$ cat config.mk
export PLATFORM = sky130hd
export DESIGN_NAME = mult_controller
export DESIGN_NICKNAME = d
export VERILOG_FILES = /design/src/rtl/mult_controller.sv
export SDC_FILE = /design/constraint.sdc
export NUM_CORES = 1
export LEC_CHECK = 0
export BUFFER_PORTS_ARGS = -buffer_cell sky130_fd_sc_hd__buf_4
export CELL_PAD_IN_SITES_DETAIL_PLACEMENT = 1
export CELL_PAD_IN_SITES_GLOBAL_PLACEMENT = 2
export CORE_AREA = 2 2 39 41
export DETAILED_ROUTE_END_ITERATION = 7
export DIE_AREA = 0 0 41 43
export GPL_ROUTABILITY_DRIVEN = 0
export PLACE_DENSITY = 0.75
export SYNTH_ARGS = -nofsm -noshare
export SYNTH_HDL_FRONTEND = slang
export SYNTH_SLANG_ARGS = --single-unit
$ cat constraint.sdc
create_clock -name clk -period 1.35 [get_ports clk]
set_input_delay 0.135 -clock clk [delete_from_list [all_inputs] [get_ports clk]]
set_output_delay 0.135 -clock clk [all_outputs]
set_load 0.02 [all_outputs]
$ cat src/rtl/mult_controller.sv
`default_nettype none
// +--------------------------------------------------------------------------+
// | Module      : mult_controller                                            |
// | Description : Control FSM for a shift-add multiplier. Sequences the      |
// |               datapath through LOAD, WIDTH x (TEST, [ADD], SHIFT), DONE. |
// |               All outputs are Moore outputs decoded from the state.      |
// | Ports       : clk    - clock, rising edge                                |
// |               clr    - synchronous active-high reset                     |
// |               start  - multiply request, sampled in IDLE only            |
// |               b_lsb  - LSB of datapath multiplier register (TEST only)   |
// |               load_a - multiplicand register load enable                 |
// |               load_b - multiplier register load enable                   |
// |               clr_p  - product accumulator clear                         |
// |               load_p - accumulator takes partial sum                     |
// |               shift  - accumulator / multiplier shift right              |
// |               busy   - multiply in progress                              |
// |               done   - one-cycle completion pulse                        |
// | Revision    : 1.0 - initial release                                      |
// +--------------------------------------------------------------------------+
module mult_controller #(
  parameter int WIDTH = 4
) (
  input  logic clk,
  input  logic clr,
  input  logic start,
  input  logic b_lsb,
  output logic load_a,
  output logic load_b,
  output logic clr_p,
  output logic load_p,
  output logic shift,
  output logic busy,
  output logic done
);

  localparam int CW = (WIDTH > 1) ? $clog2(WIDTH) : 1;
  localparam logic [CW-1:0] LAST = CW'(WIDTH - 1);

  typedef enum logic [2:0] {
    IDLE  = 3'd0,
    LOAD  = 3'd1,
    TEST  = 3'd2,
    ADD   = 3'd3,
    SHIFT = 3'd4,
    DONE  = 3'd5
  } state_t;

  state_t        state;
  state_t        state_next;
  logic [CW-1:0] count;

  // State and iteration counter. The counter is cleared in LOAD and advanced
  // in SHIFT; it wraps harmlessly after the final iteration.
  always_ff @(posedge clk) begin
    if (clr) begin
      state <= IDLE;
      count <= '0;
    end else begin
      state <= state_next;
      if (state == LOAD) begin
        count <= '0;
      end else if (state == SHIFT) begin
        count <= count + CW'(1);
      end
    end
  end

  // Next-state and Moore output decode.
  always_comb begin
    state_next = state;
    load_a     = 1'b0;
    load_b     = 1'b0;
    clr_p      = 1'b0;
    load_p     = 1'b0;
    shift      = 1'b0;
    busy       = 1'b0;
    done       = 1'b0;
    case (state)
      IDLE: begin
        if (start) state_next = LOAD;
      end
      LOAD: begin
        load_a     = 1'b1;
        load_b     = 1'b1;
        clr_p      = 1'b1;
        busy       = 1'b1;
        state_next = TEST;
      end
      TEST: begin
        busy       = 1'b1;
        state_next = b_lsb ? ADD : SHIFT;
      end
      ADD: begin
        load_p     = 1'b1;
        busy       = 1'b1;
        state_next = SHIFT;
      end
      SHIFT: begin
        shift      = 1'b1;
        busy       = 1'b1;
        // Decision uses the pre-increment count.
        state_next = (count == LAST) ? DONE : TEST;
      end
      DONE: begin
        done       = 1'b1;
        state_next = IDLE;
      end
      default: begin
        state_next = IDLE;
      end
    endcase
  end

endmodule
`default_nettype wire

# [Word level (Yosys, flattened, before mapping)]
# Cells that the tools add are included.
[totals] out_inout_bits=7 in_bits=4 wordCells=22 ff_bits=5
[classes] muxes=9 n_reduce_logical=3 addsub=1 n_eq_ne=7
[op_table] cell="3-bit case mux with 5 select lines" n=1
[op_table] cell="3-bit two-way mux" n=3
[op_table] cell="3-bit by 2-bit equality test with 1-bit output (second input constant)" n=2
[op_table] cell="3-bit equality test (second input constant)" n=2
[op_table] cell="1-bit two-way mux" n=5
[op_table] cell="4-bit OR reduction" n=1
[op_table] cell="3-bit by 1-bit equality test with 1-bit output (second input constant)" n=1
[op_table] cell="3-bit zero test" n=1
[op_table] cell="2-bit by 1-bit adder with 2-bit output (second input constant)" n=1
[op_table] cell="2-bit equality test (second input constant)" n=1
[op_table] cell="2-bit inequality test (second input constant)" n=1
[op_table] cell="2-bit OR reduction" n=1

# [Longest topological paths before layout]
# Gate-level depths: netlist of run 1.
[logic_depth] depth_word=3 depth_mapped=4 depth_no_buf=4

# [Least setup slack after synthesis of run 1]
# OpenSTA, ideal clock, no wires.
[synth_path] kind="register to output" start="register state[0]" end="output load_a" path_buffers=1 stages_incl_launch_ff=3 path_slack_ns=-0.324 t_arrival_ns=1.539 cell_sequence="dfxtp_1 > nor3b_1 > buf_4"
[synth_between] elab_chain_cells=2
[synth_lines] item="start, declared" line_no="48" text="state_t state;"
[synth_lines] item="start signal, assigned" line_no="59" text="state <= state_next;"
[synth_lines] item="3-bit by 1-bit equality test with 1-bit output"
[synth_lines] item="1-bit two-way mux"
[synth_lines] item="end, declared" line_no="27" text="output logic load_a,"
# No other way between the ends.

# [Worst setup path in the final report of run 1]
[layout_path] start="register state[0]" end="output load_a"
[layout_between] elab_chain_cells=2
[layout_lines] item="3-bit by 1-bit equality test with 1-bit output" line_no="78" text="case (state)"
[layout_lines] item="1-bit two-way mux" line_no="78"
# No other way between the ends.

==> impl_metrics.tcl, run 1 <==
set metrics [dict create \
    fin_crit_sh_pct 92.2 \
    synth_top_family_by_area "simple AND/OR/NAND/NOR gates" \
    layout_common_cells "buf_4 (12), nor3_1 (3), clkbuf_4 (3)" \
    ys_seq_area_share_pct 32.3 \
    worstMarginPinSlew_ns 0.228 \
    max-slew-margin-rel_pct 84.7 \
    power_uw 480 \
    cts_buffers 3 \
    synth_xor_area_share_pct 5.65 \
    cts_root_buffer "clkbuf_4" \
    drv_cap 0 \
    io_pins 11 \
    grt_pass1_wl_um 1240 \
    yosysWarnings 0 \
    cp-start-kind "flop" \
    cellPowerDensity_nw_per_um2 1100 \
    htreeDepth 1 \
    rsz0062_at_grt "no" \
    fillers 161 \
    worstPathRequired_ns 1.22 \
    combinationalPowerShare_pct 26.9 \
    synth_fa_ha_area_share_pct 4.03 \
    fin_nets 51 \
    routedWlPerCell_um 11.5 \
    fin_util_pct 31.6 \
    antenna_found_initial 0 \
    leakage_uw 0.000187 \
    remaining_drc_errors 0 \
    ant_nets 0 \
    start_util_pct 22.4 \
    worstRegToRegCells 3 \
    clk_pin_slew_ns 0.04 \
    r2r_setup_slack_ns 0.14 \
    drtIter0Drc 1 \
    switching_power_uw 147 \
    first_pass_iters 3 \
    irDropWorstVdd_uv 574 \
    grt_usage_pct 10.6 \
    p_int_uw 333 \
    vias 289 \
    clock_latency_ns 0.24 \
    setup_tns_ns 0 \
    coreArea_um2 1380 \
    muxShareOfSynthArea_pct 3.23 \
    multiInputGateArea_um2 184 \
    wirelength_um 700 \
    die_h_um 43 \
    insertedDiodeCount 0 \
    synth_compound_area_share_pct 12.1 \
    critical_path_class "flop to output pin" \
    synthesis.area_um2 310 \
    avgSynthCellArea_um2 9.70 \
    finClkSkew_ns 0.00392 \
    critPathMaxFanout 9 \
    min_to "count[0]" \
    cts_buffer_depth 2 \
    final_common_cell "buf_4" \
    crit_arrival_ns 1.11 \
    period_minus_slack_ns 1.24 \
    cts_tree "done" \
    row_count 14 \
    grt-ovfl-total 0 \
    min-delay-start "clr" \
    fmax_mhz 803 \
    ys_types 20 \
    viasPerCell 4.74 \
    r2r-start "state[0]" \
    regArea_um2 109 \
    die_w_um 41 \
    min_path_cells 2 \
    die_area_um2 1760 \
    place_area_um2 392 \
    setup_viol 0 \
    grt_max_degree 10 \
    ys_ff_latch 5 \
    seq_power_share_pct 36.9 \
    cts_sinks 5 \
    worstReg2RegEnd "state[1]" \
    crit_path_end_kind "output pin" \
    min_path_type "primary input to flop" \
    finalHoldViolations 0 \
    layout-drive-gt1-share_pct 51.1 \
    first_global_vias 291 \
    syn_nets 37 \
    drv_slew 0 \
    synthCells 32 \
    share_clk_of_total_power_pct 36.3 \
    post-route-cell-area_um2 437 \
    outcome "finished, final reports clean" \
    area_growth_pct 40.7 \
    synth_simple_gate_area_share_pct 31.9 \
    port_buffers 10 \
    swShare_pct 30.6 \
]
-- cell usage after synthesis --
library cell,count,area [um2]
and3_1,1,6.26
inv_1,2,7.51
and4bb_2,1,12.5
nor2b_1,1,6.26
nor3_1,3,15.0
a2bb2oi_1,1,8.76
buf_4,2,15.0
a32oi_1,1,8.76
o211ai_2,1,12.5
buf_6,1,11.3
nand2b_1,1,6.26
mux2i_1,1,10.0
nor3b_1,2,15.0
xnor2_1,2,17.5
nor3b_4,1,18.8
dfxtp_1,5,100
a211oi_1,1,7.51
nor2_1,3,11.3
or4_1,1,7.51
ha_1,1,12.5
-- layer usage --
metal,GRT usage [%],wire length [um],vias to the layer above
li1,-,-,140
met1,14.5,301,138
met2,13.4,341,9
met3,6.28,53,2
met4,4.00,4,0
met5,0,0,-
-- power by group through the flow --
stage / Combinational, uW / Sequential (uW) / Clock (uW)
after floorplan: 97.8 / 168 / 0
after global placement: 128 / 177 / 0
after detailed placement: 128 / 177 / 0
after CTS: 129 / 177 / 182
after global routing: 138 / 179 / 194
final: 129 / 177 / 174
-- flip-flops by register name, summed over array words and instances, names as in the netlist --
| signal | count |
|---|---|
| state | 3 |
| count | 2 |
-- cell families (layout without fill, tap and decap cells) --
kind of cell,count (synthesis),in the layout
XOR/XNOR,2,2
AND/OR/NAND/NOR,14,14
AO/OA/AOI/OAI,4,4
buffers and inverters,5,18
adder cells (fa/ha/maj),1,1
multiplexers,1,1
flip-flops,5,5
-- stage by stage --
stage	hold slack [ns]	std cells	worst slack, ns
finish	0.0790	61	0.105
CTS	0.0727	61	0.0424
global route	0.0821	61	0.0382
floorplan	0.212	32	0.0274
global placement	0.324	56	0.107
detailed placement	0.330	56	0.0929
-- worst max path at each step --
stage,from,to,slack (ns),cells past startpoint
floorplan,state[0],load_a,0.03,2
finish,state[0],load_a,0.11,3
CTS,state[0],busy,0.04,3
detailed placement,state[1],state[2],0.09,3
global route,state[2],done,0.04,3
global placement,state[1],state[2],0.11,3
-- area by class of cell --
cell class	instances	area share, %
Multi-Input combinational cell	22	42.1
Sequential cell	5	24.9
Timing Repair Buffer	12	20.6
Clock buffer	4	6.02
Tap cell	16	4.58
Inverter	2	1.72
-- worst max-delay path: stages, from the launching register on --
cell	delay, ns
dfxtp_4	0.39
nor3b_2	0.17
buf_4	0.16
buf_4	0.14
-- timing repair --
action	4_1_cts	5_1_grt
endpoints found under the setup margin	7	2
setup buffers	1	0
hold buffers	0	0
gates resized for setup	3	3
(Power assumes the default switching activity.)
==> run 2: changes to the inputs <==
==> constraint.sdc (replaced) <==
create_clock -name clk -period 1.35 [get_ports clk]
set_input_delay 0.0675 -clock clk [delete_from_list [all_inputs] [get_ports clk]]
set_output_delay 0.0675 -clock clk [all_outputs]
set_load 0.02 [all_outputs]
==> impl_metrics.tcl, run 2 (synthesis gave the netlist of run 1 again) <==
set metrics [dict create \
    outcome "finished, final reports clean" \
    r2r_setup_slack_ns 0.10 \
    worstRegToRegCells 5 \
    worstPathRequired_ns 1.28 \
    drtIter0Drc 0 \
    critPathMaxFanout 6 \
    first_pass_iters 1 \
    r2r-start "state[1]" \
    clk_pin_slew_ns 0.05 \
    dp.cells 56 \
    critical_path_class "flop to output pin" \
    first_global_vias 264 \
    cts_sinks 5 \
    cts_buffer_depth 2 \
    cts_tree "done" \
    cts_root_buffer "clkbuf_4" \
    fillers 165 \
    start_util_pct 22.4 \
    crit_arrival_ns 1.21 \
    die_w_um 41 \
    setup_tns_ns 0 \
    layout-drive-gt1-share_pct 50.0 \
    cts-hold-fix-buffers 0 \
    vias 280 \
    row_count 14 \
    fin_crit_sh_pct 95.0 \
    coreArea_um2 1380 \
    finClkSkew_ns 0.00265 \
    antenna_found_initial 0 \
    power_uw 489 \
    rsz0062_at_grt "no" \
    grt_pass1_wl_um 1070 \
    ant_nets 0 \
    largest_reg_flops 3 \
    min_path_type "primary input to flop" \
    worstMarginPinSlew_ns 0.280 \
    layout_common_cells "buf_4 (12), nor2_1 (3), nor3_1 (3), clkbuf_4 (3), dfxtp_2 (3)" \
    viasPerCell 4.52 \
    max-slew-margin-rel_pct 81.3 \
    largest-register "state" \
    regArea_um2 104 \
    top_regs "state x3, count x2" \
    fin_nets 52 \
    drv_cap 0 \
    insertedDiodeCount 0 \
    io_pins 11 \
    period_minus_slack_ns 1.28 \
    cts_buffers 3 \
    routedWlPerCell_um 11.0 \
    holdWs_ns 0.00563 \
    fmax_mhz 780 \
    fin_cells 62 \
    postLayoutSetupSlackWorst_ns 0.0675 \
    area_growth_pct 44.0 \
    grt_usage_pct 9.13 \
    grt-ovfl-total 0 \
    setup_viol 0 \
    multiInputGateArea_um2 188 \
    worstReg2RegEnd "count[0]" \
    final_common_cell "buf_4" \
    die_h_um 43 \
    leakage_uw 0.000191 \
    place_ws_ns 0.0957 \
    critPathCapture "shift" \
    finalHoldViolations 0 \
    dp_hpwl_um 495 \
    drv_slew 0 \
    remaining_drc_errors 0 \
    wirelength_um 679 \
    cp-startpoint "state[1]" \
    die_area_um2 1760 \
    irDropWorstVdd_uv 614 \
    crit_path_end_kind "output pin" \
    htreeDepth 1 \
    port_buffers 10 \
    cp-start-kind "flop" \
    grt_max_degree 10 \
    cellPowerDensity_nw_per_um2 1100 \
    clock_latency_ns 0.24 \
]
-- run 2: how the worst min path moves through the flow --
stage / startpoint / to / slack [ns] / cells past startpoint
finish: clr / count[0] / 0.006 / 2
global route: clr / count[0] / 0.007 / 2
CTS: clr / count[0] / 0.001 / 2
detailed placement: clr / count[0] / 0.26 / 2
global placement: clr / count[0] / 0.26 / 2
floorplan: clr / count[0] / 0.14 / 1
-- run 2: area by class of cell --
class | instances | share of cell area, %
multi-input cells | 22 | 42.0
repair buffers | 13 | 22.7
well taps | 16 | 4.48
flip-flops and latches | 5 | 23.2
inverters | 2 | 1.68
clock buffers | 4 | 5.88
-- run 2: where the power goes --
| group | total (uW) | switching [uW] | leakage (uW) | internal [uW] |
|---|---|---|---|---|
| logic | 139 | 69.0 | 0.000134 | 70.0 |
| registers | 175 | 17.2 | 0.0000419 | 158 |
| clock network | 175 | 63.5 | 0.0000150 | 112 |
| total | 489 | 150 | 0.000191 | 340 |
-- run 2: per-layer routing --
layer  track usage (%)  vias to the layer above  routed length (um)
li1                  -                      143                   -
met3              3.14                        0                  30
met5                 0                        -                   0
met2              13.1                        6                 318
met1              11.9                      131                 329
met4              4.00                        0                   0
-- run 2: repair_timing --
action,CTS,global route
setup buffers,1,1
setup endpoints to repair,3,7
pin swaps,0,1
endpoints found under the hold margin,0,0
gates resized for setup,1,4
-- run 2: through the flow --
stage	area, um2	util (%)
final	447	32.3
after global routing	447	32.3
after CTS	432	31.2
after detailed placement	392	28.3
after global placement	392	28.3
after floorplan	315	-
-- run 2: critical path, cell delays in order, from the launching register on --
cell and delay [ns]:
dfxtp_2 0.35, buf_4 0.16, nor3b_4 0.30, buf_6 0.17
